<file path="src/rtl/riscv_testutil_bus_arb.sv">
// riscv_testutil_bus_arb
// Two-host (core, test-utility) to one-device data-memory arbiter. One request is
// granted per cycle; an in-order owner FIFO remembers who issued each accepted
// request so that every memory response is routed back to its issuer.
// Grant and response paths are purely combinational; only the owner FIFO, its
// pointers/counter, the last-winner bit and the sticky error flag are registered.
// Optional feature macro: RISCV_TESTUTIL_ARB_RR_EN
//   defined   -> round-robin arbitration on contention
//   undefined -> fixed priority, test-utility host always wins on contention
module riscv_testutil_bus_arb #(
   parameter int unsigned MaxOutstanding = 2
) (
   input  logic        clk_i,
   input  logic        rst_ni,
   // core data port
   input  logic        core_req_i,
   input  logic        core_we_i,
   input  logic [3:0]  core_be_i,
   input  logic [31:0] core_addr_i,
   input  logic [31:0] core_wdata_i,
   output logic        core_gnt_o,
   output logic        core_rvalid_o,
   output logic [31:0] core_rdata_o,
   output logic        core_err_o,
   // test-utility read port
   input  logic        tu_req_i,
   input  logic [31:0] tu_addr_i,
   output logic        tu_gnt_o,
   output logic        tu_rvalid_o,
   output logic [31:0] tu_rdata_o,
   // memory device port
   output logic        mem_req_o,
   output logic        mem_we_o,
   output logic [3:0]  mem_be_o,
   output logic [31:0] mem_addr_o,
   output logic [31:0] mem_wdata_o,
   input  logic        mem_gnt_i,
   input  logic        mem_rvalid_i,
   input  logic [31:0] mem_rdata_i,
   input  logic        mem_err_i,
   // sticky flag: response seen with no request outstanding
   output logic        unexpected_rvalid_o
);

   localparam int unsigned    CntW     = $clog2(MaxOutstanding) + 1;
   localparam int unsigned    PtrW     = (MaxOutstanding > 1) ? $clog2(MaxOutstanding) : 1;
   localparam logic [CntW-1:0] CntMax  = CntW'(MaxOutstanding);
   localparam logic [CntW-1:0] CntZero = {CntW{1'b0}};
   localparam logic [CntW-1:0] CntOne  = CntW'(1);
   localparam logic [PtrW-1:0] PtrLast = PtrW'(MaxOutstanding - 1);
   localparam logic [PtrW-1:0] PtrZero = {PtrW{1'b0}};
   localparam logic [PtrW-1:0] PtrOne  = PtrW'(1);
   localparam logic            OwnerTu = 1'b1;

   // Owner FIFO state: one bit per outstanding request, 0 = core, 1 = tu
   logic [MaxOutstanding-1:0] owner_q, owner_d;
   logic [PtrW-1:0]           wr_ptr_q, wr_ptr_d;
   logic [PtrW-1:0]           rd_ptr_q, rd_ptr_d;
   logic [CntW-1:0]           cnt_q, cnt_d;
   logic                      unexp_q, unexp_d;

   logic fifo_full_s;
   logic fifo_empty_s;
   logic head_s;
   logic tu_win_s;
   logic accept_s;
   logic pop_s;

   assign fifo_full_s  = (cnt_q == CntMax);
   assign fifo_empty_s = (cnt_q == CntZero);
   assign head_s       = owner_q[rd_ptr_q];
   assign accept_s     = mem_req_o & mem_gnt_i;
   // A response with nothing outstanding is flagged, never popped or forwarded
   assign pop_s        = mem_rvalid_i & ~fifo_empty_s;

`ifdef RISCV_TESTUTIL_ARB_RR_EN
   // Last accepted winner: 1 = tu, 0 = core
   logic last_tu_q, last_tu_d;

   // On contention, favour the host that did not win the last accepted request
   always_comb begin
      tu_win_s = tu_req_i & (~core_req_i | ~last_tu_q);
   end

   // Remember the winner only when the memory actually accepted the request
   always_comb begin
      if (accept_s) begin
         last_tu_d = tu_win_s;
      end else begin
         last_tu_d = last_tu_q;
      end
   end

   // Last-winner register; comes out of reset as tu so the core wins first
   always_ff @(posedge clk_i or negedge rst_ni) begin
      if (!rst_ni) begin
         last_tu_q <= 1'b1;
      end else begin
         last_tu_q <= last_tu_d;
      end
   end
`else
   // Fixed priority: the signature dump (tu) can never be starved by the core
   always_comb begin
      tu_win_s = tu_req_i;
   end
`endif

   // Drive the memory request fields from the winning host
   always_comb begin
      mem_we_o    = 1'b0;
      mem_be_o    = 4'h0;
      mem_addr_o  = 32'h0;
      mem_wdata_o = 32'h0;
      if (tu_win_s) begin
         mem_we_o    = 1'b0;
         mem_be_o    = 4'hf;
         mem_addr_o  = tu_addr_i;
         mem_wdata_o = 32'h0;
      end else if (core_req_i) begin
         mem_we_o    = core_we_i;
         mem_be_o    = core_be_i;
         mem_addr_o  = core_addr_i;
         mem_wdata_o = core_wdata_i;
      end else begin
         mem_we_o    = 1'b0;
         mem_be_o    = 4'h0;
         mem_addr_o  = 32'h0;
         mem_wdata_o = 32'h0;
      end
      mem_req_o = (core_req_i | tu_req_i) & ~fifo_full_s;
   end

   // Return the grant to the winner only; the loser sees no grant
   always_comb begin
      core_gnt_o = accept_s & ~tu_win_s;
      tu_gnt_o   = accept_s & tu_win_s;
   end

   // Route each response to the host at the head of the owner FIFO
   always_comb begin
      core_rvalid_o = 1'b0;
      tu_rvalid_o   = 1'b0;
      if (pop_s) begin
         if (head_s == OwnerTu) begin
            tu_rvalid_o = 1'b1;
         end else begin
            core_rvalid_o = 1'b1;
         end
      end else begin
         core_rvalid_o = 1'b0;
         tu_rvalid_o   = 1'b0;
      end
   end

   // Read data fans out to both hosts; errors only reach the core
   always_comb begin
      core_rdata_o = mem_rdata_i;
      tu_rdata_o   = mem_rdata_i;
      core_err_o   = mem_err_i & core_rvalid_o;
   end

   assign unexpected_rvalid_o = unexp_q;

   // Next-state for owner storage, pointers, occupancy and the sticky flag
   always_comb begin
      owner_d  = owner_q;
      wr_ptr_d = wr_ptr_q;
      rd_ptr_d = rd_ptr_q;
      cnt_d    = cnt_q;
      if (accept_s) begin
         owner_d[wr_ptr_q] = tu_win_s;
         wr_ptr_d          = (wr_ptr_q == PtrLast) ? PtrZero : (wr_ptr_q + PtrOne);
      end else begin
         owner_d  = owner_q;
         wr_ptr_d = wr_ptr_q;
      end
      if (pop_s) begin
         rd_ptr_d = (rd_ptr_q == PtrLast) ? PtrZero : (rd_ptr_q + PtrOne);
      end else begin
         rd_ptr_d = rd_ptr_q;
      end
      case ({accept_s, pop_s})
         2'b10:   cnt_d = cnt_q + CntOne;
         2'b01:   cnt_d = cnt_q - CntOne;
         default: cnt_d = cnt_q;
      endcase
      unexp_d = unexp_q | (mem_rvalid_i & fifo_empty_s);
   end

   // FIFO and flag registers; reset discards all owner information
   always_ff @(posedge clk_i or negedge rst_ni) begin
      if (!rst_ni) begin
         owner_q  <= {MaxOutstanding{1'b0}};
         wr_ptr_q <= PtrZero;
         rd_ptr_q <= PtrZero;
         cnt_q    <= CntZero;
         unexp_q  <= 1'b0;
      end else begin
         owner_q  <= owner_d;
         wr_ptr_q <= wr_ptr_d;
         rd_ptr_q <= rd_ptr_d;
         cnt_q    <= cnt_d;
         unexp_q  <= unexp_d;
      end
   end

endmodule

</file>
<file path="config.mk">
export PLATFORM = sky130hd
export DESIGN_NAME = riscv_testutil_bus_arb
export DESIGN_NICKNAME = d
export VERILOG_FILES = /design/src/rtl/riscv_testutil_bus_arb.sv
export SDC_FILE = /design/constraint.sdc
export NUM_CORES = 1
export LEC_CHECK = 0
export BUFFER_PORTS_ARGS = -buffer_cell sky130_fd_sc_hd__buf_2
export CORE_AREA = 2 2 108 110
export CTS_CLUSTER_DIAMETER = 80
export CTS_CLUSTER_SIZE = 8
export DETAILED_ROUTE_END_ITERATION = 16
export DIE_AREA = 0 0 110 112
export PLACE_DENSITY = 0.56
export SYNTH_ARGS = -nofsm -noshare
export SYNTH_HDL_FRONTEND = slang
export SYNTH_SLANG_ARGS = --single-unit
</file>
<file path="constraint.sdc">
create_clock -name clk_i -period 2.3 [get_ports clk_i]
set_clock_uncertainty 0.1 [all_clocks]
set_input_delay 0.345 -clock clk_i [delete_from_list [all_inputs] [get_ports clk_i]]
set_output_delay 0.345 -clock clk_i [all_outputs]
set_load 0.1 [all_outputs]
</file>
==> results.yml, run 1 <==
route:
  avgRoutedWirePerCell_um: 15.1
  ant_nets: 0
  via_per_inst: 3.88
  vias: 1707
  detail_route.first_pass.iterations: 4
  drc: 0
  finalWirelength_mm: 6.62
  drt_iter0_drc: 27
placement:
  dp_hpwl_mm: 5.94
  place_ws_ns: 0.344
  io_buffers: 183
  gp_congestion: 0.735
setup_path:
  worstPathArrival_ns: 1.68
  crit_start: "cnt_q[1]$_DFFE_PN0P_"
  cp.required_ns: 1.86
  crit_type: "reg -> out"
  critPathMaxFanout: 4
  reg2reg_depth: 5
  r2r_start: "cnt_q[1]$_DFFE_PN0P_"
  end_kind: "output pin"
  crit_path_start_kind: "flip-flop"
  crit_end: "core_gnt_o"
  rrSetupSlack_ns: 0.37
  r2r-end: "cnt_q[1]$_DFFE_PN0P_"
clocking:
  htree_levels: 1
  postCtsResizedCells: 0
  cts_inserted_buffers: 3
  clkTransAtPathRegs_ns: 0.04
  root_buffer: "clkbuf_16"
  ctsLongestPathBuffers: 2
  cts_tree: "built"
  cts.sinks: 7
  clock_latency_ns: 0.23
power:
  p_leak_uw: 0.00153
  vdd.ir_drop.worst_uv: 390
  pwr_density_cell_nw_per_um2: 659
sta:
  fin_crit_sh: 0.922
  hold_viol: 0
  period_minus_slack_ns: 2.12
  max_freq_mhz: 471
  tightest_slew_ns: 0.488
  final_max_slew_viol_count: 0
  grt_setup_unrepaired: "no"
  timing.hold.ws_ns: 0.229
  relSlewSlack: 0.677
  layout_setup_ws_ns: 0.179
  setup_viol: 0
floorplan:
  rows: 39
  io_pins: 280
  start_util: 0.127
  die_w_um: 110
  dieHeight_um: 112
  dieArea_um2: 12300
  core_um2: 11200
synthesis:
  synth_seq_cells: 7
  synthArstFlopShare: 1.00
  postSynthCellCount: 181
  synth_area_um2: 1420
  synth_fp_nets: 322
  synth.distinct_cells: 23
  avgSynthCellArea_um2: 7.82
  ys_warn_count: 0
  ys_top_cells_by_area: "buf_4 34%, a22o_1 19%, and2_1 15%, dfrtp_1 12%, a21o_1 2.7%"
  yosysTopAreaCellShare: 0.340
  ys_seq_area_frac: 0.124
  synth_edf_count: 0
  ys.flop_type: "dfrtp_1"
  synth_largest_area_cell: "buf_4"
global_routing:
  grt_start_max_net_pins: 65
  antenna_found_initial: 0
  grt_util_all_layers: 0.0991
  grt-ovfl-total: 0
  grt_pass1_vias: 1754
  grt_pass1_wl_mm: 9.32
outcome:
  status: "finished clean"
cells_and_area:
  final_common_cell: "buf_2"
  multi_input_area_um2: 741
  antennaDiodeCount: 0
  layout-drive-gt1-share: 0.670
  mostFrequentLayoutCells: "114 x buf_2, 70 x buf_12, 34 x and2_1"
  fillers: 1164
  syn_to_final_growth_pct: 125
  nets: 439
  seq_area_um2: 175
run:
  max-cap-violations: 0
min_path:
  hp-class: "in -> reg"
## cells by family (layout without fill, tap and decap cells)
logic type / after synthesis / count (layout) / share of synthesized area
AO/OA/AOI/OAI: 38 / 38 / 0.225
buffers and inverters: 77 / 193 / 0.378
XOR/XNOR: 5 / 5 / 0.0309
flip-flops: 7 / 7 / 0.124
multiplexers: 3 / 3 / 0.0230
adder cells (fa/ha/maj): 1 / 1 / 0.00884
AND/OR/NAND/NOR: 50 / 50 / 0.210
## per-stage QoR
step                      cells  setup TNS, ns  utilization  total power, uW  area, um2
final                       440              0        0.285             2100       3180
after global routing        440              0        0.285             2180       3180
after CTS                   440              0        0.285             2120       3180
after detailed placement    435              0        0.277             1810       3090
after global placement      435              0        0.277             1790       3090
after floorplan             181         -0.287            -             1780       1440
## synth_stat cells (2+ instances only)
| master | n |
|---|---|
| buf_4 | 64 |
| and2_1 | 34 |
| a22o_1 | 31 |
| clkbuf_1 | 8 |
| dfrtp_1 | 7 |
| a21o_1 | 5 |
| nor2_1 | 5 |
| buf_2 | 4 |
| xnor2_1 | 4 |
| nand2_1 | 3 |
| nor2b_1 | 3 |
| o21ai_0 | 2 |
## worst min path at each step
stage	startpoint	depth (start not counted)	to
2_1_floorplan	rst_ni	0	cnt_q[0]$_DFFE_PN0P_
3_3_place_gp	rst_ni	1	unexpected_rvalid_o$_DFF_PN0_
3_5_place_dp	rst_ni	1	unexpected_rvalid_o$_DFF_PN0_
4_1_cts	mem_rvalid_i	2	unexpected_rvalid_o$_DFF_PN0_
5_1_grt	mem_rvalid_i	2	unexpected_rvalid_o$_DFF_PN0_
6_report	mem_rvalid_i	2	unexpected_rvalid_o$_DFF_PN0_
## metal layers
| layer | wire (um) | track usage | vias up |
|---|---|---|---|
| met5 | 0 | 0 | - |
| met4 | 85 | 0.0295 | 0 |
| met3 | 832 | 0.0281 | 12 |
| met2 | 3630 | 0.202 | 164 |
| met1 | 2070 | 0.0901 | 755 |
| li1 | - | - | 776 |
## sequential cells by signal, indices dropped and copies added, names as in the netlist
signal	count
cnt_q	2
owner_q	2
rd_ptr_q	1
unexpected_rvalid_o	1
wr_ptr_q	1
## critical path, cell delays in order, from the launching register on
cell	delay, ns
dfrtp_1	0.40
nor2b_1	0.20
or3b_2	0.53
nor2_4	0.13
buf_12	0.18
## power by group
part	leakage (uW)	internal, uW	switching, uW
Combinational	0.00141	551	1010
Clock	0.0000382	231	69.2
Sequential	0.0000790	182	50.7
## area by class of cell
| type | count | share of cell area |
|---|---|---|
| repair buffers | 188 | 0.630 |
| flip-flops and latches | 7 | 0.0551 |
| inverters | 1 | 0.00118 |
| well taps | 143 | 0.0562 |
| multi-input cells | 97 | 0.233 |
| clock buffers | 4 | 0.0248 |
## what timing repair did
item                       4_1_cts  5_1_grt
hold endpoints to repair         7        0
setup endpoints to repair        0        0
hold buffers                     1        0
setup buffers                    0        0
No activity file was read; power rests on OpenSTA's default activity.
==> inputs of run 2 (changes only) <==
- CORE_AREA: 2 2 108 110 -> 2 2 109 111
- DIE_AREA: 0 0 110 112 -> 0 0 111 113
- PLACE_DENSITY: 0.56 -> 0.57
- clock period: 2.3 -> 1.73 ns (I/O delays scaled with it)
==> run 2 against run 1 <==
Effect of this change:
- the run now ends with setup timing left
- total power is 57% higher
- setup slack lost 0.26 ns
- first-iteration DRC count down 11%
- critical path type unchanged
- combinational power is 65% higher
- global-route usage grew 0.97 points
==> results.yml, run 2 (synthesis results as in run 1) <==
sta:
  layout_setup_ws_ns: -0.0819
  final_max_slew_viol_count: 0
  grt_setup_unrepaired: "yes"
  period_minus_slack_ns: 1.81
  max_freq_mhz: 552
  setup_viol: 2
  relSlewSlack: 0.678
  hold_viol: 0
  tightest_slew_ns: 0.486
  fin_crit_sh: 1.05
floorplan:
  dieHeight_um: 113
  core_um2: 11300
  start_util: 0.126
  io_pins: 280
  dieArea_um2: 12500
  die_w_um: 111
  rows: 39
clocking:
  cts_inserted_buffers: 3
  cts.sinks: 7
  cts_tree: "built"
  root_buffer: "clkbuf_16"
  clock_latency_ns: 0.23
  ctsLongestPathBuffers: 2
  clkTransAtPathRegs_ns: 0.04
  htree_levels: 1
setup_path:
  r2r_start: "cnt_q[1]$_DFFE_PN0P_"
  crit_start: "cnt_q[1]$_DFFE_PN0P_"
  reg2reg_depth: 6
  crit_end: "core_gnt_o"
  rrSetupSlack_ns: 0.02
  r2r-end: "cnt_q[1]$_DFFE_PN0P_"
  cp.required_ns: 1.37
  critPathMaxFanout: 3
  crit_type: "reg -> out"
  worstPathArrival_ns: 1.45
  end_kind: "output pin"
  crit_path_start_kind: "flip-flop"
route:
  finalWirelength_mm: 7.78
  avgRoutedWirePerCell_um: 16.9
  vias: 1769
  drc: 0
  detail_route.first_pass.iterations: 3
  ant_nets: 0
  via_per_inst: 3.85
  drt_iter0_drc: 24
min_path:
  holdCritStartpoint: "mem_rvalid_i"
  hp-class: "in -> reg"
run:
  max-cap-violations: 0
global_routing:
  grt-ovfl-total: 0
  antenna_found_initial: 2
  grt_start_max_net_pins: 43
  grt_pass1_wl_mm: 10.7
  grt_pass1_vias: 1865
  grt_util_all_layers: 0.109
cells_and_area:
  mostFrequentLayoutCells: "108 x buf_2, 78 x buf_12, 30 x and2_2"
  layout-drive-gt1-share: 0.911
  reg.largest.list: "cnt_q (2), owner_q (2)"
  antennaDiodeCount: 0
  nets: 458
  fin_area_um2: 3670
  syn_to_final_growth_pct: 160
  final_common_cell: "buf_2"
placement:
  place_ws_ns: 0.0179
  postPlaceCellArea_um2: 3410
  gp_congestion: 0.707
  io_buffers: 183
  dp_hpwl_mm: 6.46
power:
  p_leak_uw: 0.00175
  vdd.ir_drop.worst_uv: 488
  pwr_density_cell_nw_per_um2: 895
outcome:
  status: "finished, violations left"
  violations: "setup timing"
run 2: cell count changes in the layout (fill, tap and decap cells not counted), moves of 8 or more:
cell    before  now
a22o_1      31    0
buf_12      70   78
and2_1      34    0
and2_2       0   30
buf_4        3   14
a22o_2       0   24
run 2: cell type report:
| type | instances | area (um2) |
|---|---|---|
| clock buffer | 4 | 78.8 |
| fill | 1135 | 7600 |
| tap | 143 | 179 |
| multi-input combinational | 97 | 921 |
| inverter | 1 | 3.75 |
| timing repair buffer | 207 | 2320 |
| sequential | 7 | 175 |
run 2: worst max-delay path, stage by stage (launching register included):
cell	delay, ns
dfrtp_1	0.39
nor2b_4	0.14
or3b_4	0.40
nor2_4	0.11
buf_12	0.18
run 2: worst min path at each step:
stage                                    endpoint  slack [ns]  depth (start not counted)
floorplan                    cnt_q[0]$_DFFE_PN0P_       -0.14                          0
global placement    unexpected_rvalid_o$_DFF_PN0_     -0.0006                          1
detailed placement  unexpected_rvalid_o$_DFF_PN0_       0.002                          1
CTS                 unexpected_rvalid_o$_DFF_PN0_        0.18                          2
global route        unexpected_rvalid_o$_DFF_PN0_        0.19                          2
finish              unexpected_rvalid_o$_DFF_PN0_        0.18                          2
run 2: layer usage:
layer	wire length, um	vias up	global-route usage
met5	23	-	0
met4	144	4	0.0333
met3	914	20	0.0407
met2	4010	155	0.203
met1	2690	775	0.114
li1	-	815	-
run 2: metrics by stage:
step | TNS, ns | util | hold slack, ns | std cells | power, uW
2_1_floorplan | -1.74 | - | -0.136 | 181 | 2450
3_3_place_gp | 0 | 0.303 | -0.000647 | 442 | 2640
3_5_place_dp | 0 | 0.303 | 0.00231 | 442 | 2670
4_1_cts | -0.0955 | 0.317 | 0.185 | 454 | 3240
5_1_grt | -0.291 | 0.326 | 0.191 | 459 | 3410
6_report | -0.106 | 0.326 | 0.180 | 459 | 3290
run 2: power by group:
group | switching (uW) | internal, uW
clock network | 91.6 | 307
logic | 1490 | 1090
registers | 63.9 | 242
run 2: repair_timing:
action	in CTS	in global routing
gates resized for setup	6	2
hold buffers	1	0
hold endpoints to repair	7	0
pin swaps	4	1
gates cloned	0	3
setup buffers	7	2
setup endpoints to repair	4	33
